==> config.mk <==
export PLATFORM = sky130hd
export DESIGN_NAME = addr_increment_2d
export DESIGN_NICKNAME = d
export VERILOG_FILES = /design/src/rtl/addr_increment_2d_pkg.sv /design/src/rtl/addr_increment_2d_wrap_counter.sv /design/src/rtl/addr_increment_2d.sv
export SDC_FILE = /design/constraint.sdc
export NUM_CORES = 1
export LEC_CHECK = 0
export ABC_AREA = 1
export CORE_ASPECT_RATIO = 0.6
export CORE_MARGIN = 2
export CORE_UTILIZATION = 55
export DETAILED_ROUTE_END_ITERATION = 10
export HOLD_SLACK_MARGIN = 0.1
export MAX_ROUTING_LAYER = met4
export PLACE_DENSITY = 0.92
export SETUP_SLACK_MARGIN = 0.4
export SKIP_CTS_REPAIR_TIMING = 1
export SYNTH_ARGS = -nofsm -noshare
export SYNTH_HDL_FRONTEND = slang
export SYNTH_SLANG_ARGS = --single-unit
==> constraint.sdc <==
create_clock -name clk_in -period 2.1 [get_ports clk_in]
set_input_delay 0.42 -clock clk_in [delete_from_list [all_inputs] [get_ports clk_in]]
set_output_delay 0.42 -clock clk_in [all_outputs]
set_load 0.05 [all_outputs]
==> src/rtl/addr_increment_2d_pkg.sv <==
// Shared defaults and width helper for the 2D address generator.
// Used by wrap_counter and addr_increment_2d.
package addr_gen_pkg;

    localparam int DEFAULT_ADDR_WIDTH = 17;
    localparam int DEFAULT_H_COUNT    = 320;
    localparam int DEFAULT_V_COUNT    = 240;
    localparam int DEFAULT_INCR_AMT   = 1;

    // Bits needed to hold 0..n-1, never less than one bit.
    function automatic int clog2_min1(input int n);
        int w;
        w = $clog2(n);
        return (w < 1) ? 1 : w;
    endfunction

endpackage

==> src/rtl/addr_increment_2d_wrap_counter.sv <==
// Modulo-MAX counter with synchronous clear and enable.
// wrap_out is combinational: high in the cycle an enabled count
// rolls over from MAX-1 to 0, so the parent can cascade counters.
module wrap_counter
    import addr_gen_pkg::*;
#(
    parameter int MAX = 4
) (
    input  logic                        clk_in,
    input  logic                        rst_in,
    input  logic                        clr_in,
    input  logic                        en_in,
    output logic [clog2_min1(MAX)-1:0]  count_out,
    output logic                        wrap_out
);

    localparam int W = clog2_min1(MAX);
    localparam logic [W-1:0] LAST = W'(MAX - 1);

    logic at_last;

    assign at_last  = (count_out == LAST);
    assign wrap_out = en_in && at_last;

    // Count 0..MAX-1; clear wins over enable.
    always_ff @(posedge clk_in or posedge rst_in) begin
        if (rst_in) begin
            count_out <= '0;
        end else if (clr_in) begin
            count_out <= '0;
        end else if (en_in) begin
            count_out <= at_last ? '0 : count_out + W'(1);
        end
    end

endmodule

==> src/rtl/addr_increment_2d.sv <==
// Raster address generator: walks H_COUNT columns by INCR_AMT and
// V_COUNT lines by LINE_STRIDE, with optional ping-pong frame buffers.
// Optional feature macro: ADDR_INC_DOUBLE_BUFFER_EN (toggle buf_sel_out
// on each frame wrap; otherwise buf_sel_out is tied to 0).
//
// Control: incr_in and calib_in are single-cycle level qualifiers sampled
// on each rising clk_in edge (no ready; always accepted). calib_in beats
// incr_in. All outputs are registered and reflect the request one cycle
// later; line_end_out/frame_end_out are one-cycle pulses.
module addr_increment_2d
    import addr_gen_pkg::*;
#(
    parameter int ADDR_WIDTH  = DEFAULT_ADDR_WIDTH,
    parameter int H_COUNT     = DEFAULT_H_COUNT,
    parameter int V_COUNT     = DEFAULT_V_COUNT,
    parameter int INCR_AMT    = DEFAULT_INCR_AMT,
    parameter int LINE_STRIDE = H_COUNT * INCR_AMT,
    parameter int BASE_ADDR   = 0
) (
    input  logic                            clk_in,
    input  logic                            rst_in,
    input  logic                            calib_in,
    input  logic                            incr_in,
    output logic [ADDR_WIDTH-1:0]           addr_out,
    output logic [clog2_min1(H_COUNT)-1:0]  hcount_out,
    output logic [clog2_min1(V_COUNT)-1:0]  vcount_out,
    output logic                            line_end_out,
    output logic                            frame_end_out,
    output logic                            buf_sel_out
);

`ifdef ADDR_INC_DOUBLE_BUFFER_EN
    localparam int DB = 1;
`else
    localparam int DB = 0;
`endif

    localparam int FRAME_WORDS = V_COUNT * LINE_STRIDE;
    localparam longint ADDR_SPAN = longint'(1) << ADDR_WIDTH;
    localparam longint LAST_WORD = longint'(BASE_ADDR)
                                 + longint'(FRAME_WORDS) * (1 + DB) - 1;

    // Reject configurations whose frames overflow the address space or
    // whose line stride would overlap the next line.
    if (LAST_WORD >= ADDR_SPAN) begin : g_bad_span
        $error("addr_increment_2d: frame buffer(s) exceed ADDR_WIDTH");
    end
    if (LINE_STRIDE < H_COUNT * INCR_AMT) begin : g_bad_stride
        $error("addr_increment_2d: LINE_STRIDE shorter than one line");
    end

    localparam logic [ADDR_WIDTH-1:0] FB0      = ADDR_WIDTH'(BASE_ADDR);
    localparam logic [ADDR_WIDTH-1:0] INCR_A   = ADDR_WIDTH'(INCR_AMT);
    localparam logic [ADDR_WIDTH-1:0] STRIDE_A = ADDR_WIDTH'(LINE_STRIDE);

    logic                  col_en;
    logic                  col_wrap;
    logic                  line_wrap;
    logic [ADDR_WIDTH-1:0] line_start;
    logic [ADDR_WIDTH-1:0] cur_fb;
    logic [ADDR_WIDTH-1:0] next_fb;

    assign col_en = incr_in && !calib_in;

    wrap_counter #(.MAX(H_COUNT)) u_col (
        .clk_in    (clk_in),
        .rst_in    (rst_in),
        .clr_in    (calib_in),
        .en_in     (col_en),
        .count_out (hcount_out),
        .wrap_out  (col_wrap)
    );

    wrap_counter #(.MAX(V_COUNT)) u_line (
        .clk_in    (clk_in),
        .rst_in    (rst_in),
        .clr_in    (calib_in),
        .en_in     (col_wrap),
        .count_out (vcount_out),
        .wrap_out  (line_wrap)
    );

`ifdef ADDR_INC_DOUBLE_BUFFER_EN
    localparam logic [ADDR_WIDTH-1:0] FB1 = ADDR_WIDTH'(BASE_ADDR + FRAME_WORDS);

    assign cur_fb  = buf_sel_out ? FB1 : FB0;
    assign next_fb = buf_sel_out ? FB0 : FB1;

    // Flip the active buffer on every frame wrap.
    always_ff @(posedge clk_in or posedge rst_in) begin
        if (rst_in) begin
            buf_sel_out <= 1'b0;
        end else if (line_wrap) begin
            buf_sel_out <= !buf_sel_out;
        end
    end
`else
    assign cur_fb      = FB0;
    assign next_fb     = FB0;
    assign buf_sel_out = 1'b0;
`endif

    // Address walk: step within a line, jump from the remembered line
    // start at line wrap, restart at a frame base on frame wrap or calib.
    always_ff @(posedge clk_in or posedge rst_in) begin
        if (rst_in) begin
            addr_out      <= FB0;
            line_start    <= FB0;
            line_end_out  <= 1'b0;
            frame_end_out <= 1'b0;
        end else begin
            line_end_out  <= 1'b0;
            frame_end_out <= 1'b0;
            if (calib_in) begin
                addr_out   <= cur_fb;
                line_start <= cur_fb;
            end else if (incr_in) begin
                if (col_wrap) begin
                    line_end_out <= 1'b1;
                    if (line_wrap) begin
                        frame_end_out <= 1'b1;
                        addr_out      <= next_fb;
                        line_start    <= next_fb;
                    end else begin
                        addr_out   <= line_start + STRIDE_A;
                        line_start <= line_start + STRIDE_A;
                    end
                end else begin
                    addr_out <= addr_out + INCR_A;
                end
            end
        end
    end

endmodule

# ---- After elaboration in Yosys (flattened, before gate mapping)
# Index checks and enable logic that the tools add are counted.
dict set report word_totals {
  register_bits 53
  in_bits 4
  out_inout_bits 37
  wordCells 40
}
dict set report op_classes {
  add_sub_neg 4
  eq_ne 2
  mux 20
  reduce_logical 8
}
# op n
set op_table {}
lappend op_table {{$mux W17} 7}
lappend op_table {{$mux W9} 3}
lappend op_table {{$mux W8} 3}
lappend op_table {{$add A17 B1 Y17 const B} 1}
lappend op_table {{$add A17 B9 Y17 const B} 1}
lappend op_table {{$add A9 B1 Y9 const B} 1}
lappend op_table {{$eq A9 B9 Y1 const B} 1}
lappend op_table {{$add A8 B1 Y8 const B} 1}
lappend op_table {{$eq A8 B8 Y1 const B} 1}
lappend op_table {{$mux W1} 7}
lappend op_table {{$reduce_bool A2 Y1} 3}
lappend op_table {{$logic_and A1 B1 Y1} 3}
lappend op_table {{$reduce_and A2 Y1} 1}
lappend op_table {{$logic_not A1 Y1} 1}

# ---- Logic depth before layout (Yosys ltp)
dict set report logic_depth {
  word_depth 8
  mapped_depth 10
  mapped_depth_nobuf 10
}

# ---- Cells and area by module
# Synthesis repeated with hierarchy kept, for this count alone.
dict set report unflattened {
  hier_cells 403
  area_unflattened_um2 3016.6
}
# module instances cells_per_inst area_per_inst_um2 seq_area_each_um2
set modules_own_cells {}
lappend modules_own_cells {addr_increment_2d 1 266 1991.9 900.9}
lappend modules_own_cells {{wrap_counter (u_col)} 1 70 535.5 225.2}
lappend modules_own_cells {{wrap_counter (u_line)} 1 67 489.2 200.2}

# ---- Worst setup path after synthesis
# No wires, ideal clock.
dict set report synth_path {
  path_kind {register to register}
  from {register u_col.count_out[0]}
  to {register addr_out[0]}
  setup_time_ns 0.121
  arrival_ns 1.753
  required_ns 1.979
  slack_ns 0.226
  path_stages_with_launch 11
  n_path_buf 0
  synth_period_minus_slack_ns 1.874
  path_cell_list {dfrtp_1 ha_1 nand2_2 nor2_4 inv_1 nor2_2 nand2_1 nand2_2 nand2_1 o21ai_1 nand2_1}
}
dict set report synth_via {
  elab_chain_cells 7
}
# element line_no
set synth_rtl {}
lappend synth_rtl {{start, declared} addr_increment_2d_wrap_counter.sv:13} ;# output logic [clog2_min1(MAX)-1:0] count_out,
lappend synth_rtl {{start signal, assigned} addr_increment_2d_wrap_counter.sv:32} ;# count_out <= at_last ? '0 : count_out + W'(1);
lappend synth_rtl {{$eq A9 B9 Y1 (*)} addr_increment_2d_wrap_counter.sv:22} ;# assign at_last = (count_out == LAST);
lappend synth_rtl {{$logic_and A1 B1 Y1 (*)} addr_increment_2d_wrap_counter.sv:23} ;# assign wrap_out = en_in && at_last;
lappend synth_rtl {{$logic_and A1 B1 Y1} addr_increment_2d_wrap_counter.sv:23}
lappend synth_rtl {{$mux W17} addr_increment_2d.sv:120} ;# if (line_wrap) begin
lappend synth_rtl {{$mux W17 (*)} addr_increment_2d.sv:118} ;# if (col_wrap) begin
lappend synth_rtl {{$mux W17 (*)} addr_increment_2d.sv:117} ;# end else if (incr_in) begin
lappend synth_rtl {{$mux W17 (*)} addr_increment_2d.sv:114} ;# if (calib_in) begin
lappend synth_rtl {{end signal, assigned} addr_increment_2d.sv:115} ;# addr_out <= cur_fb;
lappend synth_rtl {{end signal, assigned} addr_increment_2d.sv:122} ;# addr_out <= next_fb;
lappend synth_rtl {{end signal, assigned} addr_increment_2d.sv:125} ;# addr_out <= line_start + STRIDE_A;
lappend synth_rtl {{end, declared} addr_increment_2d.sv:24} ;# output logic [ADDR_WIDTH-1:0] addr_out,
# Mark *: on every way between the ends. The rest lies on a longest branch, timed or not. The select of a mux whose other input is x is not followed.
# A chain may end at the register's enable or synchronous reset.

# ---- Worst setup path after layout
dict set report layout_path {
  from {register u_col.count_out[0]}
  to {output hcount_out[0]}
}
# element line_no
set layout_rtl {}
lappend layout_rtl {{end, declared} addr_increment_2d.sv:25} ;# output logic [clog2_min1(H_COUNT)-1:0] hcount_out,
# No word-level cell between the ends.

==> impl_metrics.yaml <==
worst_setup_path:
  crit_path_start_kind: "flip-flop"
  worstSetupPathType: "flip-flop to primary output"
  cp_max_fo: 3
  r2r_slack_ns: 0.42
  r2r_cells: 9
  r2r-end: "addr_out[3]"
  worst_ep_required_time_ns: 1.68
  cp.arrival_ns: 1.27
  timing.rr.start: "u_col.count_out[7]"
  cp-end-kind: "primary output"
logic_synthesis:
  synth_seq_cells: 53
  synth_top_area_share: 0.433
  netlist_area_mm2: 0.00306
  ys_seq_area_frac: 0.433
  synth_nets: 409
  syn_avg_cell_area_um2: 7.64
  ys_top_cells_by_area: "dfrtp_1, nand2_1, nand3_1"
  ys_warn_count: 0
  synth.distinct_cells: 32
  async_flop_share: 1.00
  syn_inst: 401
  synth_edf_count: 0
  yosysTopAreaCell: "dfrtp_1"
  ys.flop_type: "dfrtp_1"
  yosysMostFrequentCell: "nand2_1"
  synth_common_cells: "nand2_1, dfrtp_1, inv_1, nand3_1, nor2_1"
placement:
  place_hpwl_um: 5990
  gp_congestion: 0.970
  place_inst: 509
  portBuffers: 39
clock_tree:
  clk_pin_slew_ns: 0.11
  cts_max_level: 2
  cts_root_buf: "clkbuf_8"
  clockBufferDepth: 2
  cts.sinks: 53
  cts_tree: "built"
  cts_buffers: 5
  insertion_delay_ns: 0.32
routing:
  drtIter0Drc: 322
  detail_route.wl_per_cell_um: 17.6
  vias_per_cell: 5.94
  ant_nets: 0
  drt_pass1_iterations: 7
  drt-total-wl_um: 9390
  drc: 0
  vias: 3164
floorplan:
  ios: 41
  row_count: 20
  die_area_mm2: 0.00620
  start_util: 0.588
  chipWidth_um: 100
  core_mm2: 0.00520
  die_h_um: 61.8
min_path:
  hold_path_end: "addr_out[1]"
  worstHoldPathCells: 2
  hp-start: "line_start[1]"
  hold_path_class: "flip-flop to flip-flop"
global_route:
  first_global_vias: 2762
  grt_util_all_layers: 0.295
  antenna_found_initial: 0
  grt_overflow: 0
  grt_max_degree: 54
  grt_pass1_wl_um: 13500
flow_run:
  drv_cap: 0
sta:
  drv_slew: 0
  setup_viol: 0
  max_freq_mhz: 590
  timing_hold_violations_final: 0
  maxSlewHeadroom: 0.628
  min_period_ns: 1.69
  tns_ns: 0
  fin_crit_sh: 0.807
  tightest_slew_ns: 0.557
  clock_skew_ns: 0.0124
  rsz0062_at_grt: "yes"
final_layout:
  num_antenna_cells: 0
  nets: 474
  syn_to_final_growth_pct: 29.9
  final_cells: 533
  drive_above_1_share: 0.182
  fillers: 349
power_and_ir_drop:
  peakVddDrop_mv: 0.461
  p_per_area_mw_per_mm2: 512
  cellLeakagePower_nw: 2.42
run_status:
  status: "finished clean"
worst max-delay path by stage:
stage          depth (start not counted)  slack [ns]               start            end
3_3_place_gp                           7        0.16            calib_in    addr_out[5]
5_1_grt                                8        0.33         addr_out[3]    addr_out[9]
3_5_place_dp                           7        0.08            calib_in   addr_out[10]
6_report                               2        0.41  u_col.count_out[0]  hcount_out[0]
2_1_floorplan                         10        0.39  u_col.count_out[0]    addr_out[0]
4_1_cts                                1        0.03         addr_out[7]    addr_out[7]
cell families (layout without fill, tap and decap cells):
family / after synthesis / count (layout) / share of synthesized area
compound gates: 43 / 43 / 0.0927
xor+xnor: 14 / 14 / 0.0400
fa+ha+maj: 4 / 4 / 0.0163
buf+inv: 58 / 123 / 0.0756
flops: 53 / 53 / 0.433
other cells: 1 / 1 / 0.00122
simple gates: 228 / 229 / 0.341
through the flow:
| step | total power, mW | setup WS [ns] | instance area (µm²) | hold slack, ns | util |
|---|---|---|---|---|---|
| 2_1_floorplan | 1.24 | 0.389 | 3070 | 0.441 | - |
| 3_3_place_gp | 1.32 | 0.163 | 3610 | 0.469 | 0.693 |
| 3_5_place_dp | 1.32 | 0.0764 | 3610 | 0.464 | 0.693 |
| 4_1_cts | 2.02 | 0.0337 | 3720 | 0.497 | 0.715 |
| 5_1_grt | 2.10 | 0.334 | 3980 | 0.528 | 0.765 |
| 6_report | 2.04 | 0.405 | 3980 | 0.494 | 0.765 |
sequential cells by signal, summed over array words and instances, names as in the netlist:
| signal | count |
|---|---|
| addr_out | 17 |
| frame_end_out | 1 |
| line_end_out | 1 |
| line_start | 17 |
| u_col.count_out | 9 |
| u_line.count_out | 8 |
critical path, cell delays in order, from the launching register on:
cell and delay, ns:
dfrtp_2 0.42, buf_4 0.13, dlymetal6s2s_1 0.41
final cells by class:
type	instances	area (µm²)	area share
Clock buffer	5	68.8	0.0173
Clock inverter	3	46.3	0.0116
Inverter	51	200	0.0503
Multi-Input combinational cell	291	1570	0.393
Sequential cell	53	1340	0.336
Tap cell	66	82.6	0.0207
Timing Repair Buffer	64	681	0.171
per-layer routing:
metal,part of all wire,GRT usage,up-vias
li1,-,-,1417
met1,0.42,0.403,1470
met2,0.44,0.451,224
met3,0.099,0.0682,53
met4,0.037,0.0802,0
met5,0,-,-
report_power, final:
group	total [mW]	switching (mW)	internal, mW
Sequential	1.06	0.0235	1.04
Combinational	0.251	0.171	0.0795
Clock	0.720	0.363	0.357
layout by cell type (no fill, tap or decap), types with 8 or more instances in the layout:
master	netlist	routed
xor2_1	11	11
nand4_1	9	9
nor2_1	24	22
dfrtp_1	53	45
inv_1	47	44
o21ai_0	20	20
buf_4	2	22
dlymetal6s2s_1	0	32
nand3_1	42	41
nand2_1	130	129
dfrtp_2	0	8
Note: power is estimated with default switching activity, not from simulation.
